[config.mk]
export PLATFORM = sky130hd
export DESIGN_NAME = prio_encoder_arb_v
export DESIGN_NICKNAME = d
export VERILOG_FILES = /design/src/rtl/prio_encoder_arb_v.sv
export SDC_FILE = /design/constraint.sdc
export NUM_CORES = 1
export LEC_CHECK = 0
export CORE_ASPECT_RATIO = 0.6
export CORE_MARGIN = 2
export CORE_UTILIZATION = 58
export CTS_CLUSTER_SIZE = 20
export DETAILED_ROUTE_END_ITERATION = 8
export PLACE_DENSITY = 0.83
export SETUP_SLACK_MARGIN = 0.5
export SLEW_MARGIN = 20
export SYNTH_ARGS = -nofsm -noshare
export SYNTH_HDL_FRONTEND = slang
export SYNTH_SLANG_ARGS = --single-unit
[constraint.sdc]
create_clock -name i_clk -period 7.95 [get_ports i_clk]
set_input_delay 1.1925 -clock i_clk [delete_from_list [all_inputs] [get_ports i_clk]]
set_output_delay 1.1925 -clock i_clk [all_outputs]
set_load 0.01 [all_outputs]
[src/rtl/prio_encoder_arb_v.sv]
// Registered N-line priority encoder with fixed/round-robin arbitration and a valid/ready grant.
// Optional HOLD timeout enabled by defining PRIO_ENC_TIMEOUT_EN.
module prio_encoder_arb_v #(
  parameter int N_REQ = 8,
  parameter int TIMEOUT = 15,
  localparam int IDX_W = $clog2(N_REQ)
) (
  input  logic             i_clk,
  input  logic             i_rst,
  input  logic [N_REQ-1:0] i_req,
  input  logic             i_rr_en,
  input  logic             i_ready,
  output logic [IDX_W-1:0] o_code,
  output logic [N_REQ-1:0] o_onehot,
  output logic             o_valid,
  output logic             o_multi,
  output logic             o_timeout
);

  typedef enum logic {IDLE, HOLD} state_t;

  state_t state, state_nxt;
  logic [IDX_W-1:0] ptr, ptr_nxt;
  logic [IDX_W-1:0] code_nxt;
  logic [N_REQ-1:0] onehot_nxt;
  logic             valid_nxt;
  logic             multi_nxt;

  logic [IDX_W-1:0] fix_win;
  logic [IDX_W-1:0] rr_win;
  logic             rr_hit;
  logic [IDX_W-1:0] sel;
  logic             multi_c;

`ifdef PRIO_ENC_TIMEOUT_EN
  logic [7:0] cnt, cnt_nxt;
  logic       to_nxt;
`endif

  always_comb begin
    fix_win = '0;
    for (int k = N_REQ - 1; k >= 0; k--) begin
      if (i_req[k]) fix_win = IDX_W'(k);
    end
  end

  // Search starts one past the last grant and wraps at N_REQ-1.
  always_comb begin
    rr_win = '0;
    rr_hit = 1'b0;
    for (int i = 1; i <= N_REQ; i++) begin
      if (!rr_hit && i_req[(int'(ptr) + i) % N_REQ]) begin
        rr_hit = 1'b1;
        rr_win = IDX_W'((int'(ptr) + i) % N_REQ);
      end
    end
  end

  assign sel     = i_rr_en ? rr_win : fix_win;
  assign multi_c = |(i_req & (i_req - N_REQ'(1)));

  always_comb begin
    state_nxt  = state;
    ptr_nxt    = ptr;
    code_nxt   = o_code;
    onehot_nxt = o_onehot;
    valid_nxt  = o_valid;
    multi_nxt  = o_multi;
`ifdef PRIO_ENC_TIMEOUT_EN
    cnt_nxt    = cnt;
    to_nxt     = 1'b0;
`endif
    unique case (state)
      IDLE: begin
        if (|i_req) begin
          state_nxt  = HOLD;
          code_nxt   = sel;
          onehot_nxt = N_REQ'(1) << sel;
          valid_nxt  = 1'b1;
          multi_nxt  = multi_c;
`ifdef PRIO_ENC_TIMEOUT_EN
          cnt_nxt    = '0;
`endif
        end else begin
          code_nxt   = '0;
          onehot_nxt = '0;
          valid_nxt  = 1'b0;
          multi_nxt  = 1'b0;
        end
      end
      HOLD: begin
        if (i_ready) begin
          state_nxt  = IDLE;
          ptr_nxt    = o_code;
          onehot_nxt = '0;
          valid_nxt  = 1'b0;
          multi_nxt  = 1'b0;
`ifdef PRIO_ENC_TIMEOUT_EN
        end else if (cnt == 8'(TIMEOUT)) begin
          state_nxt  = IDLE;
          ptr_nxt    = o_code;
          onehot_nxt = '0;
          valid_nxt  = 1'b0;
          multi_nxt  = 1'b0;
          to_nxt     = 1'b1;
        end else begin
          cnt_nxt    = cnt + 8'd1;
`endif
        end
      end
      default: state_nxt = IDLE;
    endcase
  end

  always_ff @(posedge i_clk) begin
    if (i_rst) begin
      state    <= IDLE;
      ptr      <= IDX_W'(N_REQ - 1);
      o_code   <= '0;
      o_onehot <= '0;
      o_valid  <= 1'b0;
      o_multi  <= 1'b0;
    end else begin
      state    <= state_nxt;
      ptr      <= ptr_nxt;
      o_code   <= code_nxt;
      o_onehot <= onehot_nxt;
      o_valid  <= valid_nxt;
      o_multi  <= multi_nxt;
    end
  end

`ifdef PRIO_ENC_TIMEOUT_EN
  always_ff @(posedge i_clk) begin
    if (i_rst) begin
      cnt       <= '0;
      o_timeout <= 1'b0;
    end else begin
      cnt       <= cnt_nxt;
      o_timeout <= to_nxt;
    end
  end
`else
  assign o_timeout = 1'b0;
`endif

endmodule

### Yosys cells after proc, flatten, opt, wreduce, memory -nomap -nowiden

Index checks and enable logic that the tools add are counted.
W data, S select, Z words.

| word-level totals | value |
|---|---|
| register bits | 17 |
| bits of input ports | 12 |
| logic and storage cells | 119 |

| cells by class | value |
|---|---|
| $add $sub $neg | 9 |
| $lt $le $gt $ge | 8 |
| equality and inequality tests | 1 |
| shift operators | 1 |
| mux-type cells | 59 |
| bitwise operators | 10 |
| reductions and logical operators | 25 |

Operators by type and width:

| cell | count |
|---|---|
| $mux W3 | 18 |
| $lt A4 B5 Y1 const B | 8 |
| $mux W1 | 27 |
| $bmux W1 S3 | 8 |
| $reduce_or A3 Y1 | 8 |
| $mux W8 | 2 |
| $pmux W8 S2 | 1 |
| $reduce_or A8 Y1 | 2 |
| $add A3 B3 Y3 const B | 4 |
| $and A1 B1 Y1 const A | 8 |
| $and A8 B8 Y8 | 1 |
| $shl A1 B3 Y8 const A | 1 |
| $sub A8 B1 Y8 const B | 1 |
| $logic_and A1 B1 Y1 | 7 |
| $logic_not A1 Y1 | 7 |
| $add A3 B1 Y3 const B | 2 |
| $add A3 B2 Y3 const B | 2 |
| $pmux W1 S2 | 3 |
| $ne A2 B2 Y1 const B | 1 |
| $reduce_and A2 Y1 | 1 |
| $not A1 Y1 | 1 |

### Logic depth before layout (Yosys ltp)

Gate-level depths: netlist (run 1).

| depth | value |
|---|---|
| word-level depth | 32 |
| mapped depth | 11 |
| mapped depth without buffers | 9 |

### Worst setup path before layout (run 1)

OpenSTA, ideal clock, no wires.

| timing path | value |
|---|---|
| kind | input -> register |
| from | input port i_req[0] |
| to | register o_onehot[1] |
| arrival time | 3.269 ns |
| setup slack | 4.594 ns |
| stages on the path | 8 |
| buffers on the path | 1 |
| cell sequence | clkbuf_2 > mux4_1 > mux2_4 > nor4b_4 > o211ai_2 > a221oi_2 > nor2_2 > o31ai_1 |

| between the ends | value |
|---|---|
| word-level cells in the longest chain between the ends | 29 |

Ends and longest elaborated chain:

| item | line | RTL |
|---|---|---|
| from (decl) | 10 | `input logic [N_REQ-1:0] i_req,` |
| $bmux W1 S3 | 52 | `if (!rr_hit && i_req[(int'(ptr) + i) % N_REQ]) begin` |
| $mux W1 (implied by the code) (2 in series) | 52 |  |
| $mux W1 | 52 |  |
| $logic_not A1 Y1 | 52 |  |
| $logic_and A1 B1 Y1 | 52 |  |
| $mux W1 | 52 |  |
| $logic_not A1 Y1 | 52 |  |
| $logic_and A1 B1 Y1 | 52 |  |
| [12 not listed] | - |  |
| $mux W1 | 52 |  |
| $logic_not A1 Y1 | 52 |  |
| $logic_and A1 B1 Y1 | 52 |  |
| $mux W3 | 52 |  |
| $mux W3 | 59 | `assign sel = i_rr_en ? rr_win : fix_win;` |
| $shl A1 B3 Y8 | 78 | `onehot_nxt = N_REQ'(1) << sel;` |
| $mux W8 * | 75 | `if (\|i_req) begin` |
| $pmux W8 S2 * | 73 | `unique case (state)` |
| to (signal assigned) | 127 | `o_onehot <= onehot_nxt;` |
| to (decl) | 14 | `output logic [N_REQ-1:0] o_onehot,` |

Every way passes the cells marked *; elsewhere a longest branch is shown, timed or not. The select of a mux whose other input is x is not followed.
A chain may end at the register's enable or synchronous reset.

### Final worst setup path (run 1)

| timing path | value |
|---|---|
| from | input port i_req[2] |
| to | register o_onehot[5] |

Same word-level chain as after synthesis.

==> results.md, run 1 <==
Status:
- The flow ran to the end, and the final reports show no timing, DRC or antenna violations.

Synth:
- The number of instances in the synthesized netlist is 192.
- The commonest cells after synthesis are sky130_fd_sc_hd__nand2_1, sky130_fd_sc_hd__dfxtp_1, sky130_fd_sc_hd__a21oi_1.
- Of the post-synthesis cell area, the dominant cell type holds 20.5%.
- The cell type with the highest aggregate area in the netlist is sky130_fd_sc_hd__dfxtp_1.
- By area the synthesized netlist is led by sky130_fd_sc_hd__dfxtp_1, sky130_fd_sc_hd__mux4_2, sky130_fd_sc_hd__mux4_1, sky130_fd_sc_hd__o31ai_1, sky130_fd_sc_hd__mux2i_1.
- The number of warnings reported in the yosys synthesis log is 0.
- The count of flip-flops with a built-in enable after synthesis is 0.
- The number of nets in the synthesized netlist is 206.
- After synthesis the netlist holds a flip-flop and latch count of 17.
- For this run, the leading register cell type out of synthesis is sky130_fd_sc_hd__dfxtp_1.
- Averaged over all synthesized cells, the footprint is 8.63 um2.
- The proportion of synthesized chip area in sequential cells is 20.5%.
- The synthesized netlist occupies a cell area of 1660 um2.
- By instance count, the leading cell after synthesis is sky130_fd_sc_hd__nand2_1.
- The share of flip-flops with an asynchronous set or reset after synthesis is 0%.
- The number of different library cells in the post-synthesis netlist is 58.

Power:
- VDD sags by at most 0.126 mV.
- The total power density per cell area is 164 nW/um2.
- For this design the static power due to leakage is 0.000725 uW.

Setup path:
- The required time of the critical path is 8.12 ns.
- The critical path buffer and inverter count is 1.
- The launching element type of the critical path is an input port.
- The kind of end point of the critical path is a register.
- On the worst path, the slowest cell contributes a delay of 0.69 ns.
- The critical path goes through clkdlybuf4s50_1 -> mux4_1 -> mux2_4 -> nor4b_4 -> o211ai_2 -> a221oi_2 -> nor2_2 -> o31ai_1.
- In this run the worst path has a maximum fanout of 10.
- In this design, the largest share of critical-path delay is due to multiplexers.
- The slowest cell on the critical path is sky130_fd_sc_hd__mux4_1.
- Data on the critical path arrives at its endpoint at 4.13 ns.
- The critical path class is in -> reg.

Cells and area:
- The area used by sequential logic in the layout is 340 um2.
- The layout has 191 filler cells.
- Cells fill 73.1% of the core in the end.
- In the final layout, the multi-input gates occupy 1200 um2.
- The final non-filler cell total is 238.
- The net count of the finished layout is 221.
- The number of antenna cells inserted is 0.
- The area growth from synthesis to final layout is 15.0%.
- The post-route netlist has 11.7% of its cells at a drive strength greater than 1.

Route:
- The number of iterations in the first detailed-routing pass is 5.
- The detailed-route via count is 1,677.
- Dividing the detail-routed via count by the number of cells gives 7.05.
- The remaining antenna violation count after routing is 0.
- The final wirelength is 4.26 mm.
- The remaining routing DRC violations is 0.
- For this block, the initial DRC count from the detailed router was 202.
- Dividing the detail-routed wire length by the instance count gives 17.9 um.

STA:
- The number of pins exceeding their max-slew limit in the final report is 0.
- For the finished layout, the period the worst path requires is 3.96 ns.
- The headroom to the max-slew limit is 57.0%.
- Clock skew on the completed layout was measured at 0.00358 ns.
- Setup slack closes at 3.99 ns.
- The setup total negative slack is 0 ns.
- Of the available clock period, the critical path in the final layout requires 49.8%.
- The transition at the pin with the smallest max-transition slack is 0.645 ns.
- Setup repair after global routing left no endpoint under its margin.
- The hold violation total from the final report is 0.
- Setup violations remaining at the end of the flow were counted as 0.
- For this run, the top clock speed supported by timing is 253 MHz.

Global routing:
- The first global-routing pass estimated 7.11 mm of wire.
- Entering global routing, the biggest net connects 15 pins.
- For this run, global-route usage on met3 was measured as 7.52%.
- The most heavily used metal layer in global routing is met1.
- Global routing used 28.7% of the available tracks.
- The met1 global-route usage is 44.1%.
- Global routing consumed, on the met2 layer, 40.7% of the routing resources.
- The residual overflow from global routing is 0.
- The via count of the first global-routing pass is 1,435.
- The initial antenna violation count was 0.

Die:
- In this run the standard cell core region covers 2610 um2.
- Row generation in the floorplan step produced 14 rows.
- The die covers 3320 um2.
- In this run the vertical extent of the chip is 45.4 um.
- The starting density of the core is 63.5%.
- The horizontal extent of the die is 73.0 um.
- 26 I/O pins were placed.

CTS:
- The number of buffers inserted during clock tree synthesis is 3.
- The number of hold buffers added after CTS was 0.
- The number of buffers on the longest clock path is 2.
- The number of gates resized after CTS is 0.
- The later pin in the worst-skew pair is clocked with a latency of 0.26 ns.
- The number of clock sinks is 17.
- The tree is rooted in a sky130_fd_sc_hd__clkbuf_8.
- Clock-pin slew was measured on the worst setup and hold paths at 0.07 ns.
- TritonCTS built the clock tree.
- The post-CTS repair timing setup buffer count is 0.
- The H-tree depth is 1.

Place:
- The number of placed instances with taps included is 234.
- The half-perimeter wire length of the detailed placement result is 3.36 mm.
- The minimum setup slack after placement is 3.79 ns.
- The count of buffers inserted at the top-level ports is 24.
- At the end of routability-driven placement, the weighted congestion stood at 0.881.

Job:
- The tool flagged a number of max-cap violations equal to 0.

Worst hold path:
- The class of the worst hold path is reg -> reg.
## cell type report
class                      count  share of cell area [%]
multi-input combinational    150                    62.9
sequential                    17                    17.8
timing repair buffer          24                    12.6
clock buffer                   3                    2.17
clock inverter                 1                   0.262
tap                           32                    2.10
inverter                      11                    2.17
## flip-flops by register name, indices dropped and copies added, names as in the netlist
signal	count
o_onehot	8
o_multi	1
o_code	3
ptr	3
o_valid	1
state	1
## through the flow
| stage | power, uW | area, um2 | hold slack [ns] |
|---|---|---|---|
| 3_5_place_dp | 245 | 1860 | 0.442 |
| 4_1_cts | 310 | 1910 | 0.458 |
| 6_report | 312 | 1910 | 0.453 |
| 5_1_grt | 328 | 1910 | 0.486 |
| 2_1_floorplan | 206 | 1660 | 0.480 |
| 3_3_place_gp | 241 | 1860 | 0.437 |
## kinds of logic (layout without fill, tap and decap cells)
family,count (synthesis),count (layout),synth area share (%)
adders and majority gates,3,3,2.11
DFF,17,17,20.5
AOI/OAI and AO/OA,61,61,26.7
buffers and inverters,25,39,7.17
xor gates and xnor gates,3,3,1.59
and+or+nand+nor,60,60,19.4
muxes,22,22,22.3
other,1,1,0.226
## metal layers
metal	share of wire (%)	routed length (um)	up-vias
met5	0	0	-
met3	9.8	418	12
met1	47	2020	806
li1	-	-	766
met4	0.89	38	0
met2	42	1780	93
## placed cells by master (no fill, tap or decap), drive strengths merged, types with 2 or more instances in the layout
cell type and count:
mux2i 8, inv 11, a31oi 2, a211o 4
o22a 2, ha 2, nor3 4, nand3 4
a21oi 13, o211ai 4, xnor2 2, o32ai 2
nand2 19, o21ai 6, a22oi 2, nand2b 5
nor2 11, clkbuf 3, o21a 4, mux2 4
and3 5, dfxtp 17, o31ai 11, nand4 3
or2 2, clkdlybuf4s50 24, mux4 10
## worst min-delay path: stages, from the launching register on
cell and delay (ns):
sky130_fd_sc_hd__dfxtp_1 0.32, sky130_fd_sc_hd__nand2_1 0.05, sky130_fd_sc_hd__o31ai_1 0.05
## power by group
part / internal (uW) / switching [uW] / total [uW]
registers: 92.3 / 9.01 / 101
clock network: 34.8 / 30.4 / 65.2
logic: 64.7 / 81.0 / 146
## worst paths after layout
kind | from | end | slack [ns] | cells past startpoint
min | o_onehot[1]$_SDFFE_PP0P_ | o_onehot[1]$_SDFFE_PP0P_ | 0.45 | 2
max | i_req[2] | o_onehot[5]$_SDFFE_PP0P_ | 3.99 | 8
max reg2reg | ptr[0]$_SDFFE_PP1P_ | o_onehot[5]$_SDFFE_PP0P_ | 4.13 | 9
min reg2reg | o_onehot[1]$_SDFFE_PP0P_ | o_onehot[1]$_SDFFE_PP0P_ | 0.45 | 2
Note: power is estimated with default switching activity, not from simulation.
==> run 2, diff against run 1 <==
CORE_UTILIZATION = 54   (was 58)
PLACE_DENSITY = 0.78   (was 0.83)
clock period = 3.9 ns   (was 7.95 ns; I/O delays follow)
==> results.md, run 2 (synthesized netlist as in run 1, its figures left out) <==
Power:
- The cell leakage power is 0.000727 uW.
- In this run the power density over the cells is 331 nW/um2.
- Cell internal power was estimated by the tool at 397 uW.
- The net switching share of the total power is 39.3%.
- The clock power share is 20.6%.
- The power dissipated by switching net loads is 257 uW.
- Sequential cells account for 31.1% of the total power.
- The worst vdd rail ir drop is 0.212 mV.
- Combinational cells account for 48.2% of the total power.

Cells and area:
- The top cell types in the final layout, fill and taps aside, are sky130_fd_sc_hd__clkdlybuf4s50_1, sky130_fd_sc_hd__nand2_1, sky130_fd_sc_hd__dfxtp_1, sky130_fd_sc_hd__a21oi_1, sky130_fd_sc_hd__inv_1.
- The flip-flop count of the largest register after layout is 8.
- The library cell used most frequently in the layout, excluding fill and tap cells, is sky130_fd_sc_hd__clkdlybuf4s50_1.
- Relative to the synthesized area, the layout overhead comes to 19.1%.
- More flip-flops sit in one register than any other, and that register is o_onehot.
- 0 antenna diodes ended up in the layout.
- The largest registers in the layout are o_onehot: 8 flops, o_code: 3 flops, ptr: 3 flops.
- The share of layout cells above drive strength 1 is 15.0%.
- The net count of the finished layout is 222.
- The finished layout holds 249 standard cells, fillers aside.

CTS:
- The number of gates resized after CTS is 3.
- The number of clock sinks is 17.
- The number of buffers inserted for hold repair after clock tree synthesis is 0.
- The clock transition at the registers of the reported paths is 0.07 ns.
- TritonCTS built the clock tree.
- The post-CTS repair timing setup buffer count is 0.
- The H-tree depth is 1.
- Counting along the longest clock path gives a buffer depth of 2.
- The latest clock arrival within the worst-skew pair is 0.25 ns.
- The number of buffers inserted during clock tree synthesis is 3.
- CTS placed an instance of sky130_fd_sc_hd__clkbuf_8 at the clock tree root.

STA:
- The minimum period implied by the final worst setup slack is 3.29 ns.
- For this run, the top clock speed supported by timing is 304 MHz.
- The hold violation total from the final report came to 0.
- The setup total negative slack is 0 ns.
- The number of pins exceeding their max-slew limit in the final report came to 0.
- The setup skew after layout is 0.00331 ns.
- The headroom to the max-slew limit is 58.1%.
- At the pin with the least slew margin, the transition time is 0.628 ns.
- The setup-violating endpoint count in the final report is 0.
- The final period utilization is 84.3%.
- Setup repair after global routing could not meet its margin everywhere.

Job:
- Across the run, the number of max-cap violations was 0.

Setup path:
- The slowest cell on the critical path is sky130_fd_sc_hd__mux4_1.
- STA classifies the critical path startpoint as an input port.
- The worst-path maximum fanout is 10.
- The worst setup path is captured at a register.
- The signal on the critical path passes through clkdlybuf4s50_1 -> mux4_1 -> mux2i_1 -> o21ai_1 -> a21oi_1 -> a221oi_2 -> or2_2 -> o31ai_1.
- The critical path class is in -> reg.
- The arrival time at the worst endpoint is 3.46 ns.
- For this run, the slowest stage of the critical path takes 0.73 ns.
- The register-to-register path setup slack is 0.63 ns.
- The required time of the critical path is 4.07 ns.

Die:
- The full die area is 3540 um2.
- The floorplan step set the die width to 75.5 um.
- The floorplan has 15 rows.
- The initial utilization of the core area, before any placement, comes to 57.4%.
- The number of primary I/O pins is 26.
- The die height is 46.9 um.
- The area inside the core boundary is 2890 um2.

Route:
- The post-detailed-route wirelength per cell is 19.2 um.
- The ratio of routed vias to standard cells is 6.69.
- Detailed routing inserted a total of 1,665 vias.
- In the routed design, unresolved DRC markers number 0.
- The remaining antenna violation count after routing is 0.
- The first routing iteration left 184 violations.
- The final wirelength is 4.77 mm.
- The number of iterations in the first detailed-routing pass is 5.

Place:
- The half-perimeter wire length of the detailed placement result is 3.56 mm.
- In this run the tool buffered the top-level ports with 24 buffer cells.
- The number of placed instances, taps included, is 245.
- The routability congestion estimate is 0.978.

Worst hold path:
- The class of the worst hold path is reg -> reg.

Status:
- The flow ran to the end, and the final reports show no timing, DRC or antenna violations.

Global routing:
- The largest net degree at the start of global routing is 15.
- The initial antenna violation count is 0.
- The first global-routing pass estimated 7.56 mm of wire.
- For this run the aggregate overflow at the end of global routing stands at 0.
- The via count of the first global-routing pass came to 1,492.
- The global routing usage summed across all routing layers is 29.5%.
## run 2: worst paths after layout
| check | endpoint | from | depth (start not counted) |
|---|---|---|---|
| setup / recovery | o_onehot[2]$_SDFFE_PP0P_ | i_req[7] | 8 |
| hold / removal | o_onehot[5]$_SDFFE_PP0P_ | o_onehot[5]$_SDFFE_PP0P_ | 2 |
| setup reg to reg | o_onehot[6]$_SDFFE_PP0P_ | ptr[1]$_SDFFE_PP1P_ | 9 |
| hold reg to reg | o_onehot[5]$_SDFFE_PP0P_ | o_onehot[5]$_SDFFE_PP0P_ | 2 |
## run 2: worst max-delay path, delay by kind of cell
kind                   cells  cell delay [ns]
AOI/OAI and AO/OA          4             0.71
and+or+nand+nor            1             0.36
buffers and inverters      1             0.59
muxes                      2             1.20
## run 2: final cells by class
type                       count  area [um2]
multi-input combinational    150        1240
clock buffer                   3        41.3
inverter                      11        41.3
fill                         232         916
sequential                    17         342
timing repair buffer          25         248
clock inverter                 1        7.51
tap                           42        52.6
## run 2: through the flow
step / setup slack, ns / cell area, um2 / util [%] / hold slack (ns) / total power [uW]
2_1_floorplan: 0.817 / 1660 / - / 0.480 / 420
3_3_place_gp: 0.110 / 1880 / 65.1 / 0.436 / 496
3_5_place_dp: 0.139 / 1880 / 65.1 / 0.450 / 502
4_1_cts: 0.531 / 1940 / 67.1 / 0.461 / 640
5_1_grt: 0.481 / 1970 / 68.3 / 0.481 / 688
6_report: 0.614 / 1970 / 68.3 / 0.466 / 654
## run 2: power by group through the flow
stage          registers, uW  clock network (uW)  logic [uW]
6_report                 204                 135         316
5_1_grt                  206                 144         338
4_1_cts                  203                 138         299
3_5_place_dp             207                   0         296
3_3_place_gp             206                   0         290
2_1_floorplan            204                   0         216
## run 2: routing by layer
metal  share of wire [%]  vias to the layer above  global-route usage, %
met1                  48                      810                   44.8
met2                  41                       73                   39.5
met5                   0                        -                      0
met4                0.96                        0                   4.56
met3                 9.3                        6                   12.0
li1                    -                      776                      -
